`config.mk`:
```
export PLATFORM = sky130hd
export DESIGN_NAME = nvme_cq_poster
export DESIGN_NICKNAME = d
export VERILOG_FILES = /design/src/rtl/nvme_cq_poster.sv
export SDC_FILE = /design/constraint.sdc
export NUM_CORES = 1
export LEC_CHECK = 0
export CAP_MARGIN = 20
export CORE_ASPECT_RATIO = 0.5
export CORE_MARGIN = 2
export CORE_UTILIZATION = 33
export CTS_BUF_LIST = sky130_fd_sc_hd__clkbuf_4
export DETAILED_ROUTE_END_ITERATION = 12
export PLACE_DENSITY = 0.66
export SLEW_MARGIN = 20
export SYNTH_ARGS = -nofsm -noshare
export SYNTH_HDL_FRONTEND = slang
export SYNTH_SLANG_ARGS = --single-unit
```
`constraint.sdc`:
```
create_clock -name clk -period 5.6 [get_ports clk]
set_clock_uncertainty 0.1 [all_clocks]
set_input_delay 1.12 -clock clk [delete_from_list [all_inputs] [get_ports clk]]
set_output_delay 1.12 -clock clk [all_outputs]
set_load 0.01 [all_outputs]
```
`src/rtl/nvme_cq_poster.sv`:
```
// NVMe completion-queue poster: phase insertion, host address generation, per-queue head/tail tracking.
// Optional interrupt request/ack ports are built only when NVME_CQ_IRQ_EN is defined.
module nvme_cq_poster #(
    parameter int CQ_COUNT = 4,
    parameter int CQ_DEPTH = 64,
    localparam int QID_W = $clog2(CQ_COUNT),
    localparam int PTR_W = $clog2(CQ_DEPTH)
) (
    input  logic                clk,
    input  logic                reset_n,
    input  logic [CQ_COUNT-1:0] cq_enable,
    input  logic                cfg_we,
    input  logic [QID_W-1:0]    cfg_qid,
    input  logic [63:0]         cfg_base,
    input  logic                cpl_valid,
    output logic                cpl_ready,
    input  logic [QID_W-1:0]    cpl_qid,
    input  logic [127:0]        cpl_data,
    output logic                cpl_drop,
    output logic                wr_req,
    input  logic                wr_ack,
    output logic [63:0]         wr_addr,
    output logic [127:0]        wr_data,
    output logic [QID_W-1:0]    wr_qid,
`ifdef NVME_CQ_IRQ_EN
    output logic [CQ_COUNT-1:0] irq_req,
    input  logic [CQ_COUNT-1:0] irq_ack,
`endif
    input  logic                dbell_valid,
    input  logic [QID_W-1:0]    dbell_qid,
    input  logic [31:0]         dbell_head,
    output logic                dbell_err,
    output logic [CQ_COUNT-1:0] cq_full,
    output logic [CQ_COUNT-1:0] cq_empty
);

    // state  | meaning
    // IDLE   | waiting for a completion entry
    // WRITE  | memory write outstanding, outputs held until wr_ack
    typedef enum logic {S_IDLE, S_WRITE} state_t;

    localparam logic [31:0] DEPTH32 = 32'(CQ_DEPTH);

    state_t              state_q, state_d;
    logic [PTR_W-1:0]    head_q [CQ_COUNT];
    logic [PTR_W-1:0]    tail_q [CQ_COUNT];
    logic [63:0]         base_q [CQ_COUNT];
    logic [CQ_COUNT-1:0] phase_q;
    logic [CQ_COUNT-1:0] en_q;
    logic [CQ_COUNT-1:0] en_fall;
    logic                abort_q;
    logic                accept;
    logic                accept_wr;
    logic                ack_fire;
    logic                dbell_ok;

    assign en_fall  = en_q & ~cq_enable;
    assign dbell_ok = dbell_valid && (dbell_head < DEPTH32);

    always_comb begin
        cq_full  = '0;
        cq_empty = '0;
        for (int q = 0; q < CQ_COUNT; q++) begin
            cq_full[q]  = ((tail_q[q] + PTR_W'(1)) == head_q[q]);
            cq_empty[q] = (tail_q[q] == head_q[q]);
        end
    end

    always_ff @(posedge clk or negedge reset_n) begin
        if (!reset_n) state_q <= S_IDLE;
        else          state_q <= state_d;
    end

    // cpl_ready is gated by reset so nothing is offered as accepted while in reset
    always_comb begin
        state_d   = state_q;
        cpl_ready = 1'b0;
        wr_req    = 1'b0;
        ack_fire  = 1'b0;
        case (state_q)
            S_IDLE: begin
                cpl_ready = reset_n & (~cq_full[cpl_qid] | ~cq_enable[cpl_qid]);
                if (cpl_valid && cpl_ready && cq_enable[cpl_qid]) state_d = S_WRITE;
            end
            S_WRITE: begin
                wr_req = 1'b1;
                if (wr_ack) begin
                    ack_fire = 1'b1;
                    state_d  = S_IDLE;
                end
            end
            default: state_d = S_IDLE;
        endcase
    end

    assign accept    = (state_q == S_IDLE) && cpl_valid && cpl_ready;
    assign accept_wr = accept && cq_enable[cpl_qid];

    always_ff @(posedge clk or negedge reset_n) begin
        if (!reset_n) begin
            wr_addr   <= '0;
            wr_data   <= '0;
            wr_qid    <= '0;
            cpl_drop  <= 1'b0;
            dbell_err <= 1'b0;
            abort_q   <= 1'b0;
        end else begin
            cpl_drop  <= accept && !cq_enable[cpl_qid];
            dbell_err <= dbell_valid && (dbell_head >= DEPTH32);
            if (accept_wr) begin
                wr_addr      <= base_q[cpl_qid] + {{(60-PTR_W){1'b0}}, tail_q[cpl_qid], 4'b0};
                wr_data      <= cpl_data;
                wr_data[112] <= phase_q[cpl_qid];
                wr_qid       <= cpl_qid;
                abort_q      <= 1'b0;
            end else if (state_q == S_WRITE && en_fall[wr_qid]) begin
                abort_q <= 1'b1;
            end
        end
    end

    // A queue disabled during its own write still finishes the write but must not advance
    always_ff @(posedge clk or negedge reset_n) begin
        if (!reset_n) begin
            phase_q <= '1;
            en_q    <= '0;
            for (int q = 0; q < CQ_COUNT; q++) begin
                head_q[q] <= '0;
                tail_q[q] <= '0;
                base_q[q] <= '0;
            end
        end else begin
            en_q <= cq_enable;
            for (int q = 0; q < CQ_COUNT; q++) begin
                if (cfg_we && cfg_qid == QID_W'(q))
                    base_q[q] <= cfg_base & ~64'hFFF;
                if (en_fall[q]) begin
                    head_q[q]  <= '0;
                    tail_q[q]  <= '0;
                    phase_q[q] <= 1'b1;
                end else begin
                    if (dbell_ok && dbell_qid == QID_W'(q))
                        head_q[q] <= dbell_head[PTR_W-1:0];
                    if (ack_fire && !abort_q && wr_qid == QID_W'(q)) begin
                        tail_q[q] <= tail_q[q] + PTR_W'(1);
                        if (tail_q[q] == {PTR_W{1'b1}}) phase_q[q] <= ~phase_q[q];
                    end
                end
            end
        end
    end

`ifdef NVME_CQ_IRQ_EN
    logic [CQ_COUNT-1:0] irq_set;

    always_comb begin
        irq_set = '0;
        for (int q = 0; q < CQ_COUNT; q++)
            irq_set[q] = ack_fire && (wr_qid == QID_W'(q));
    end

    always_ff @(posedge clk or negedge reset_n) begin
        if (!reset_n) irq_req <= '0;
        else          irq_req <= (irq_req & ~irq_ack) | irq_set;
    end
`endif

endmodule

```
Word-level counts from Yosys, hierarchy flattened
Index checks and enable logic that the tools add are counted.
{ "totals": {"regBits": 462, "rom_bits": 0, "out_inout_bits": 206, "word_cells": 162, "latchBits": 0, "ramBits": 0, "n_memories": 0} }
{ "classes": {"shifts": 0, "div_mod_pow": 0, "bitwise": 12, "mul": 0, "n_addsub": 5, "eq_ne": 21, "reduce_logical": 44, "n_lt_le_gt_ge": 5, "mux": 51} }
{ "op_table": {"columns": ["cell", "count"], "rows": [
  ["$bmux W64 S2", 1],
  ["$mux W64", 2],
  ["$mux W6", 18],
  ["$add A64 B10 Y64", 1],
  ["$eq A6 B6 Y1", 8],
  ["$ge A32 B7 Y1 const B", 1],
  ["$lt A32 B7 Y1 const B", 1],
  ["$reduce_bool A2 Y1", 13],
  ["$add A6 B1 Y6 const B", 4],
  ["$eq A6 B6 Y1 const B", 4],
  ["$mux W1", 24],
  ["$logic_and A1 B1 Y1", 22],
  ["$bmux W6 S2", 1],
  ["$eq A2 B2 Y1 const B", 6],
  ["$bmux W1 S2", 4],
  ["$reduce_and A2 Y1", 4],
  ["$not A1 Y1", 7],
  ["$eq A2 B1 Y1 const B", 3],
  ["$logic_not A2 Y1", 3],
  ["$lt A2 B3 Y1 const B", 2],
  ["$and A4 B4 Y4", 1],
  ["$not A4 Y4", 1],
  ["$ge A3 B3 Y1 const B", 1],
  ["$not A2 Y3", 1],
  ["4 further kinds", 5]
]} }

Longest topological paths before layout
Gate-level depths: netlist of the first run.
{ "logic_depth": {"word_depth": 11, "mapped_depth": 11, "ltp_nobuf": 8} }

Worst setup path after synthesis of the first run
Ideal clock, no wire load.
{ "synth_path": {"path_kind": "input to output", "start": "input port cpl_qid[1]", "end": "output port cpl_ready", "path_stages": 4, "slack_ps": 2074, "arrival_ps": 2306, "cell_sequence": "clkbuf_1 > mux2_2 > nand2b_1 > a31oi_1"} }
{ "synth_via": {"elab_chain_cells": 6, "word_cells_on_any_way": 9, "cone_classes": "mux: 5; bitwise: 4"} }
{ "synth_lines": {"columns": ["element", "line_no", "rtl"], "rows": [
  ["start: declaration", "17", "input logic [QID_W-1:0] cpl_qid,"],
  ["$bmux W1 S2", "82", "cpl_ready = reset_n & (~cq_full[cpl_qid] | ~cq_enable[cpl_qid]);"],
  ["$mux W1 (implied by the code)", "82", null],
  ["$not A1 Y1", "82", null],
  ["$or A1 B1 Y1 (*)", "82", null],
  ["$and A1 B1 Y1 (*)", "82", null],
  ["$mux W1 (*)", "80", "case (state_q)"],
  ["end: declaration", "16", "output logic cpl_ready,"]
]} }
Every way passes the cells marked *; elsewhere a longest branch is shown, timed or not. The select of a mux whose other input is x is not followed.

Final worst setup path of the first run
{ "layout_path": {"start": "register tail_q[0] (netlist bit)", "end": "output port cpl_ready"} }
{ "layout_via": {"elab_chain_cells": 8} }
{ "layout_lines": {"columns": ["element", "line_no", "rtl"], "rows": [
  ["start: declaration", "46", "logic [PTR_W-1:0] tail_q [CQ_COUNT];"],
  ["start signal: indexed assignment", "145", "tail_q[q] <= tail_q[q] + PTR_W'(1);"],
  ["$add A6 B1 Y6", "64", "cq_full[q] = ((tail_q[q] + PTR_W'(1)) == head_q[q]);"],
  ["$eq A6 B6 Y1", "64", null],
  ["$bmux W1 S2", "82", null],
  ["$mux W1 (implied by the code)", "82", null],
  ["$not A1 Y1", "82", null],
  ["$or A1 B1 Y1", "82", null],
  ["$and A1 B1 Y1", "82", null],
  ["$mux W1", "80", null]
]} }
Every way passes these cells. The select of a mux whose other input is x is not followed.

==> results of run 1 <==
state kept, by name, summed over array words and instances (netlist names):
name,flops
wr_qid,2
state_q,1
dbell_err,1
abort_q,1
phase_q,4
base_q,208
tail_q,24
cpl_drop,1
wr_addr,58
en_q,4
wr_data,128
head_q,24
logic make-up (layout without fill, tap and decap cells):
logic type / Yosys count / in the layout / share of synthesized area [%]
AO/OA/AOI/OAI: 17 / 17 / 0.689
XOR/XNOR: 63 / 63 / 2.81
adder cells (fa/ha/maj): 4 / 4 / 0.255
buffers and inverters: 83 / 635 / 2.61
flip-flops: 456 / 456 / 58.2
multiplexers: 486 / 486 / 31.2
other: 1 / 12 / 0.0191
AND/OR/NAND/NOR: 156 / 156 / 4.14
worst min-delay path by stage:
stage	from	to	slack, ps	depth (start not counted)
3_5_place_dp	wr_addr[55]$_DFFE_PN0P_	wr_addr[55]$_DFFE_PN0P_	380	1
4_1_cts	reset_n	wr_data[3]$_DFFE_PN0P_	70	1
6_report	reset_n	wr_data[3]$_DFFE_PN0P_	140	1
2_1_floorplan	base_q[100]$_DFFE_PN0P_	base_q[100]$_DFFE_PN0P_	370	1
3_3_place_gp	wr_data[45]$_DFFE_PN0P_	wr_data[45]$_DFFE_PN0P_	370	1
5_1_grt	reset_n	wr_data[3]$_DFFE_PN0P_	110	1
metal layers:
metal	routed length [um]	track usage (%)	vias to the layer above
met3	1920	3.49	82
li1	-	-	5605
met5	0	0	-
met2	27100	28.7	190
met4	1060	5.35	0
met1	22200	21.7	6397
power by group:
| part | switching [mW] | internal (mW) | leakage (nW) |
|---|---|---|---|
| logic | 1.11 | 1.75 | 4.72 |
| registers | 0.447 | 4.13 | 5.52 |
| clock network | 1.34 | 1.36 | 0.802 |
cells in the mapped netlist (all sizes together) (4+ instances only):
library cell,count,area share [%]
nor3,9,0.23
xnor2,32,1.4
mux2i,29,1.5
nand3,15,0.38
o21ai,6,0.15
nor3b,6,0.23
nand2b,5,0.16
or3,5,0.16
nand2,15,0.29
clkbuf,44,0.84
mux2,396,23
ha,4,0.26
nand4,10,0.32
inv,8,0.15
nor2b,9,0.29
mux4,61,7.0
nor2,57,1.1
dfrtp,452,58
xor2,31,1.4
nand3b,7,0.27
nor4,9,0.36
buf,31,1.6
dfstp,4,0.54
critical path, delay by kind of cell, from the launching register on:
kind	cells	cell delay, ps
buffers and inverters	1	680
AO/OA/AOI/OAI	2	550
flip-flops	1	480
multiplexers	1	430
AND/OR/NAND/NOR	3	380
adder cells (fa/ha/maj)	1	270
final cells by class:
type,count,area [um^2]
clock inverter,20,134
sequential,456,11400
clock buffer,161,1210
antenna,6,15.0
fill,5370,33000
multi-input combinational,732,7700
inverter,8,30.0
tap,780,976
timing repair buffer,446,4440
==> flow_metrics.env, run 1 <==
export IMPL_cts_clk_slew_worst_paths_ps=80
export IMPL_synth_warnings=0
export IMPL_setup_ws_ps=763
export IMPL_pre_cts_ws_ps=1230
export IMPL_grt_overflow=0
export IMPL_hold_viol_final=0
export IMPL_r2r_setup_slack_ps=1970
export IMPL_grt_pass1_vias=12501
export IMPL_synth_edf_count=0
export IMPL_drive_gt1_share_pct=25.9
export IMPL_startpoint_type="flop"
export IMPL_grt_use_total_pct=16.9
export IMPL_wl_per_cell_um=20.0
export IMPL_hold_slack_ps=138
export IMPL_yosysUniqueCellTypes=46
export IMPL_initial_core_util_pct=33.2
export IMPL_cp_arrival_ps=3620
export IMPL_critPathSlowestCell="clkdlybuf4s50_1"
export IMPL_finalInstanceArea_um2=25900
export IMPL_setup_viol=0
export IMPL_async_flop_share_pct=100
export IMPL_drtPass1Iterations=4
export IMPL_synthFlopType="dfrtp_1"
export IMPL_num_nets_final=1998
export IMPL_rr_endpoint="wr_data[103]$_DFFE_PN0P_"
export IMPL_p_per_area_nw_per_um2=391
export IMPL_clock_path_buffers=3
export IMPL_finalWeightedCongestion=0.792
export IMPL_max_freq_mhz=207
export IMPL_dp_cells=2422
export IMPL_grt_antenna_before_repair=5
export IMPL_required_ps=4380
export IMPL_port_buffers=426
export IMPL_avgSynthCellArea_um2=15.5
export IMPL_path_cells="ha_1 -> nand3_1 -> o21ai_0 -> nor4_4 -> mux2i_1 -> nand2_1 -> a31oi_1 -> clkdlybuf4s50_1"
export IMPL_htreeDepth=3
export IMPL_clkLatencyLatePin_ps=840
export IMPL_max_stage_delay_ps=680
export IMPL_post_cts_buffers=0
export IMPL_final_cell_mix="452 x dfrtp_1, 423 x clkdlybuf4s50_1, 209 x mux2_2, 187 x mux2_1, 161 x clkbuf_4"
export IMPL_fin_setup_tns_ps=0
export IMPL_post_dp_hpwl_um=35600
export IMPL_syn_area_um2=19600
export IMPL_die_w_um=349
export IMPL_final_common_cell="dfrtp_1"
export IMPL_die_y_um=176
export IMPL_cts_inserted_buffers=110
export IMPL_finalPower_mw=10.1
export IMPL_critPathKind="flop to output pin"
export IMPL_wirelength_um=52200
export IMPL_reg2reg_depth=8
export IMPL_endpoint="cpl_ready"
export IMPL_slew_viol_final=0
export IMPL_drv_cap=0
export IMPL_pin_count=446
export IMPL_final_util_pct=44.0
export IMPL_vdd_ir_drop_max_mv=0.137
export IMPL_core_area_um2=59000
export IMPL_ys_seq_elements=456
export IMPL_post_cts_resized=0
export IMPL_cts_root_buffer_cell="clkbuf_4"
export IMPL_drtIter0Drc=619
export IMPL_max_slew_margin_pct=38.8
export IMPL_period_needed_ps=4840
export IMPL_crit_path_end_kind="output pin"
export IMPL_avgViaCountPerCell=4.70
export IMPL_holdBufCountCts=0
export IMPL_cts_tree="yes"
export IMPL_power_leakage_nw=11.0
export IMPL_grt_max_degree=121
export IMPL_rr_startpoint="tail_q[12]$_DFFE_PN0P_"
export IMPL_placementRows=63
export IMPL_drtAntennaViolNets=0
export IMPL_grt_pass1_wl_um=78300
export IMPL_rsz0062_at_grt="false"
export IMPL_ys_seq_area_share_pct=58.2
export IMPL_path_max_fanout=6
export IMPL_fin_cells=2609
export IMPL_hold_class="input pin to asynchronous set/reset pin"
export IMPL_clock_sink_count=456
export IMPL_area_delta_synth_final_pct=32.3
export IMPL_worstMarginPinSlew_ps=918
export IMPL_cp_startpoint="tail_q[0]$_DFFE_PN0P_"
export IMPL_dieArea_um2=61500
export IMPL_drc=0
export IMPL_syn_inst=1266
export IMPL_dpl_cell_area_um2=24600
export IMPL_route_vias_total=12274
export IMPL_period_share_pct=86.4
export IMPL_status="finished, final reports clean"
Note: power is estimated with default switching activity, not from simulation.
==> run 2, diff against run 1 <==
CORE_ASPECT_RATIO = 0.75   (was 0.5)
CORE_UTILIZATION = 25   (was 33)
PLACE_DENSITY = 0.56   (was 0.66)
==> flow_metrics.env, run 2 (synthesized netlist as in run 1, its figures left out) <==
export IMPL_status="finished, final reports clean"
export IMPL_fin_setup_tns_ps=0
export IMPL_core_area_um2=77300
export IMPL_critPathSlowestCell="dfrtp_1"
export IMPL_finalWeightedCongestion=0.796
export IMPL_clkLatencyLatePin_ps=920
export IMPL_critical_path_depth=8
export IMPL_setup_ws_ps=724
export IMPL_max_stage_delay_ps=490
export IMPL_period_share_pct=87.1
export IMPL_hold_depth=1
export IMPL_initial_core_util_pct=25.4
export IMPL_cts_clk_slew_worst_paths_ps=60
export IMPL_drtIter0Drc=391
export IMPL_holdBufCountCts=1
export IMPL_pre_cts_ws_ps=1460
export IMPL_drc=0
export IMPL_required_ps=4380
export IMPL_wirelength_um=49900
export IMPL_die_w_um=327
export IMPL_post_cts_buffers=0
export IMPL_worstMarginPinSlew_ps=1170
export IMPL_grt_max_degree=160
export IMPL_top_register="base_q"
export IMPL_post_dp_hpwl_um=33200
export IMPL_area_delta_synth_final_pct=34.8
export IMPL_drtAntennaViolNets=0
export IMPL_port_buffers=426
export IMPL_largest_reg_flops=208
export IMPL_critPathKind="flop to output pin"
export IMPL_path_buf_inv=1
export IMPL_hold_viol_final=0
export IMPL_pin_count=446
export IMPL_avgViaCountPerCell=4.31
export IMPL_cp_top_family="flip-flops"
export IMPL_drive_gt1_share_pct=26.4
export IMPL_crit_path_end_kind="output pin"
export IMPL_path_max_fanout=7
export IMPL_max_slew_margin_pct=21.6
export IMPL_grt_pass1_wl_um=78700
export IMPL_cts_tree="yes"
export IMPL_final_cell_mix="452 x dfrtp_1, 423 x clkdlybuf4s50_1, 209 x mux2_2, 187 x mux2_1, 168 x clkbuf_4"
export IMPL_p_per_area_nw_per_um2=388
export IMPL_grt_use_total_pct=12.5
export IMPL_cts_inserted_buffers=118
export IMPL_rsz0062_at_grt="false"
export IMPL_slew_viol_final=0
export IMPL_htreeDepth=3
export IMPL_setup_viol=0
export IMPL_drtPass1Iterations=6
export IMPL_cts_root_buffer_cell="clkbuf_4"
export IMPL_clock_path_buffers=3
export IMPL_post_cts_resized=0
export IMPL_placementRows=88
export IMPL_die_y_um=247
export IMPL_reg2reg_depth=8
export IMPL_drv_cap=0
export IMPL_vdd_ir_drop_max_mv=0.208
export IMPL_hold_class="flop to flop"
export IMPL_dieArea_um2=80700
export IMPL_final_common_cell="dfrtp_1"
export IMPL_clock_sink_count=456
export IMPL_grt_overflow=0
export IMPL_max_freq_mhz=205
export IMPL_num_nets_final=2007
export IMPL_cp_arrival_ps=3660
export IMPL_path_cells="ha_1 -> xor2_1 -> or3_1 -> a211oi_1 -> mux2_2 -> nand2b_1 -> a31oi_1 -> clkdlybuf4s50_1"
export IMPL_power_leakage_nw=11.1
export IMPL_grt_antenna_before_repair=5
export IMPL_top_regs="base_q x208, wr_data x128, wr_addr x58"
export IMPL_period_needed_ps=4880
export IMPL_wl_per_cell_um=17.3
export IMPL_route_vias_total=12410
export IMPL_grt_pass1_vias=13978
export IMPL_startpoint_type="flop"
[run 2: routing by layer]
metal / vias to the layer above / part of all wire (%) / GRT usage [%]
li1: 5628 / - / -
met1: 6333 / 45 / 15.7
met2: 340 / 47 / 20.2
met3: 103 / 6.2 / 3.86
met4: 6 / 2.3 / 4.43
met5: - / 0.084 / 0
[run 2: worst paths after layout]
kind / slack (ps) / startpoint / to
max: 720 / tail_q[6]$_DFFE_PN0P_ / cpl_ready
max reg2reg: 1810 / tail_q[2]$_DFFE_PN0P_ / wr_data[49]$_DFFE_PN0P_
min reg2reg: 390 / wr_data[66]$_DFFE_PN0P_ / wr_data[66]$_DFFE_PN0P_
max in group asynchronous: 2920 / reset_n / base_q[142]$_DFFE_PN0P_
min in group asynchronous: 560 / reset_n / wr_data[123]$_DFFE_PN0P_
min: 390 / wr_data[66]$_DFFE_PN0P_ / wr_data[66]$_DFFE_PN0P_
[run 2: final cells by class]
| cell class | count | area (um^2) |
|---|---|---|
| repair buffers | 447 | 4490 |
| fillers | 7581 | 50900 |
| diodes | 2 | 5.00 |
| clock buffers | 168 | 1260 |
| clock inverters | 32 | 219 |
| inverters | 8 | 30.0 |
| flip-flops and latches | 456 | 11400 |
| well taps | 1035 | 1290 |
| multi-input cells | 732 | 7710 |
[run 2: report_power, final]
group / internal (mW) / leakage, nW / total (mW) / switching, mW
combinational: 1.75 / 4.74 / 2.81 / 1.06
clock: 1.50 / 0.881 / 2.88 / 1.37
sequential: 4.13 / 5.52 / 4.57 / 0.435
total: 7.39 / 11.1 / 10.3 / 2.87
[run 2: per-stage QoR]
| step | hold slack [ps] | instance area (um^2) | util, % | std cells | total power [mW] |
|---|---|---|---|---|---|
| global placement | 372 | 24900 | 32.2 | 2677 | 7.41 |
| finish | 388 | 26400 | 34.2 | 2880 | 10.3 |
| CTS | 394 | 26400 | 34.2 | 2878 | 10.5 |
| global route | 408 | 26400 | 34.2 | 2879 | 10.9 |
| floorplan | 374 | 19600 | - | 1271 | 5.76 |
| detailed placement | 380 | 24900 | 32.2 | 2677 | 7.50 |
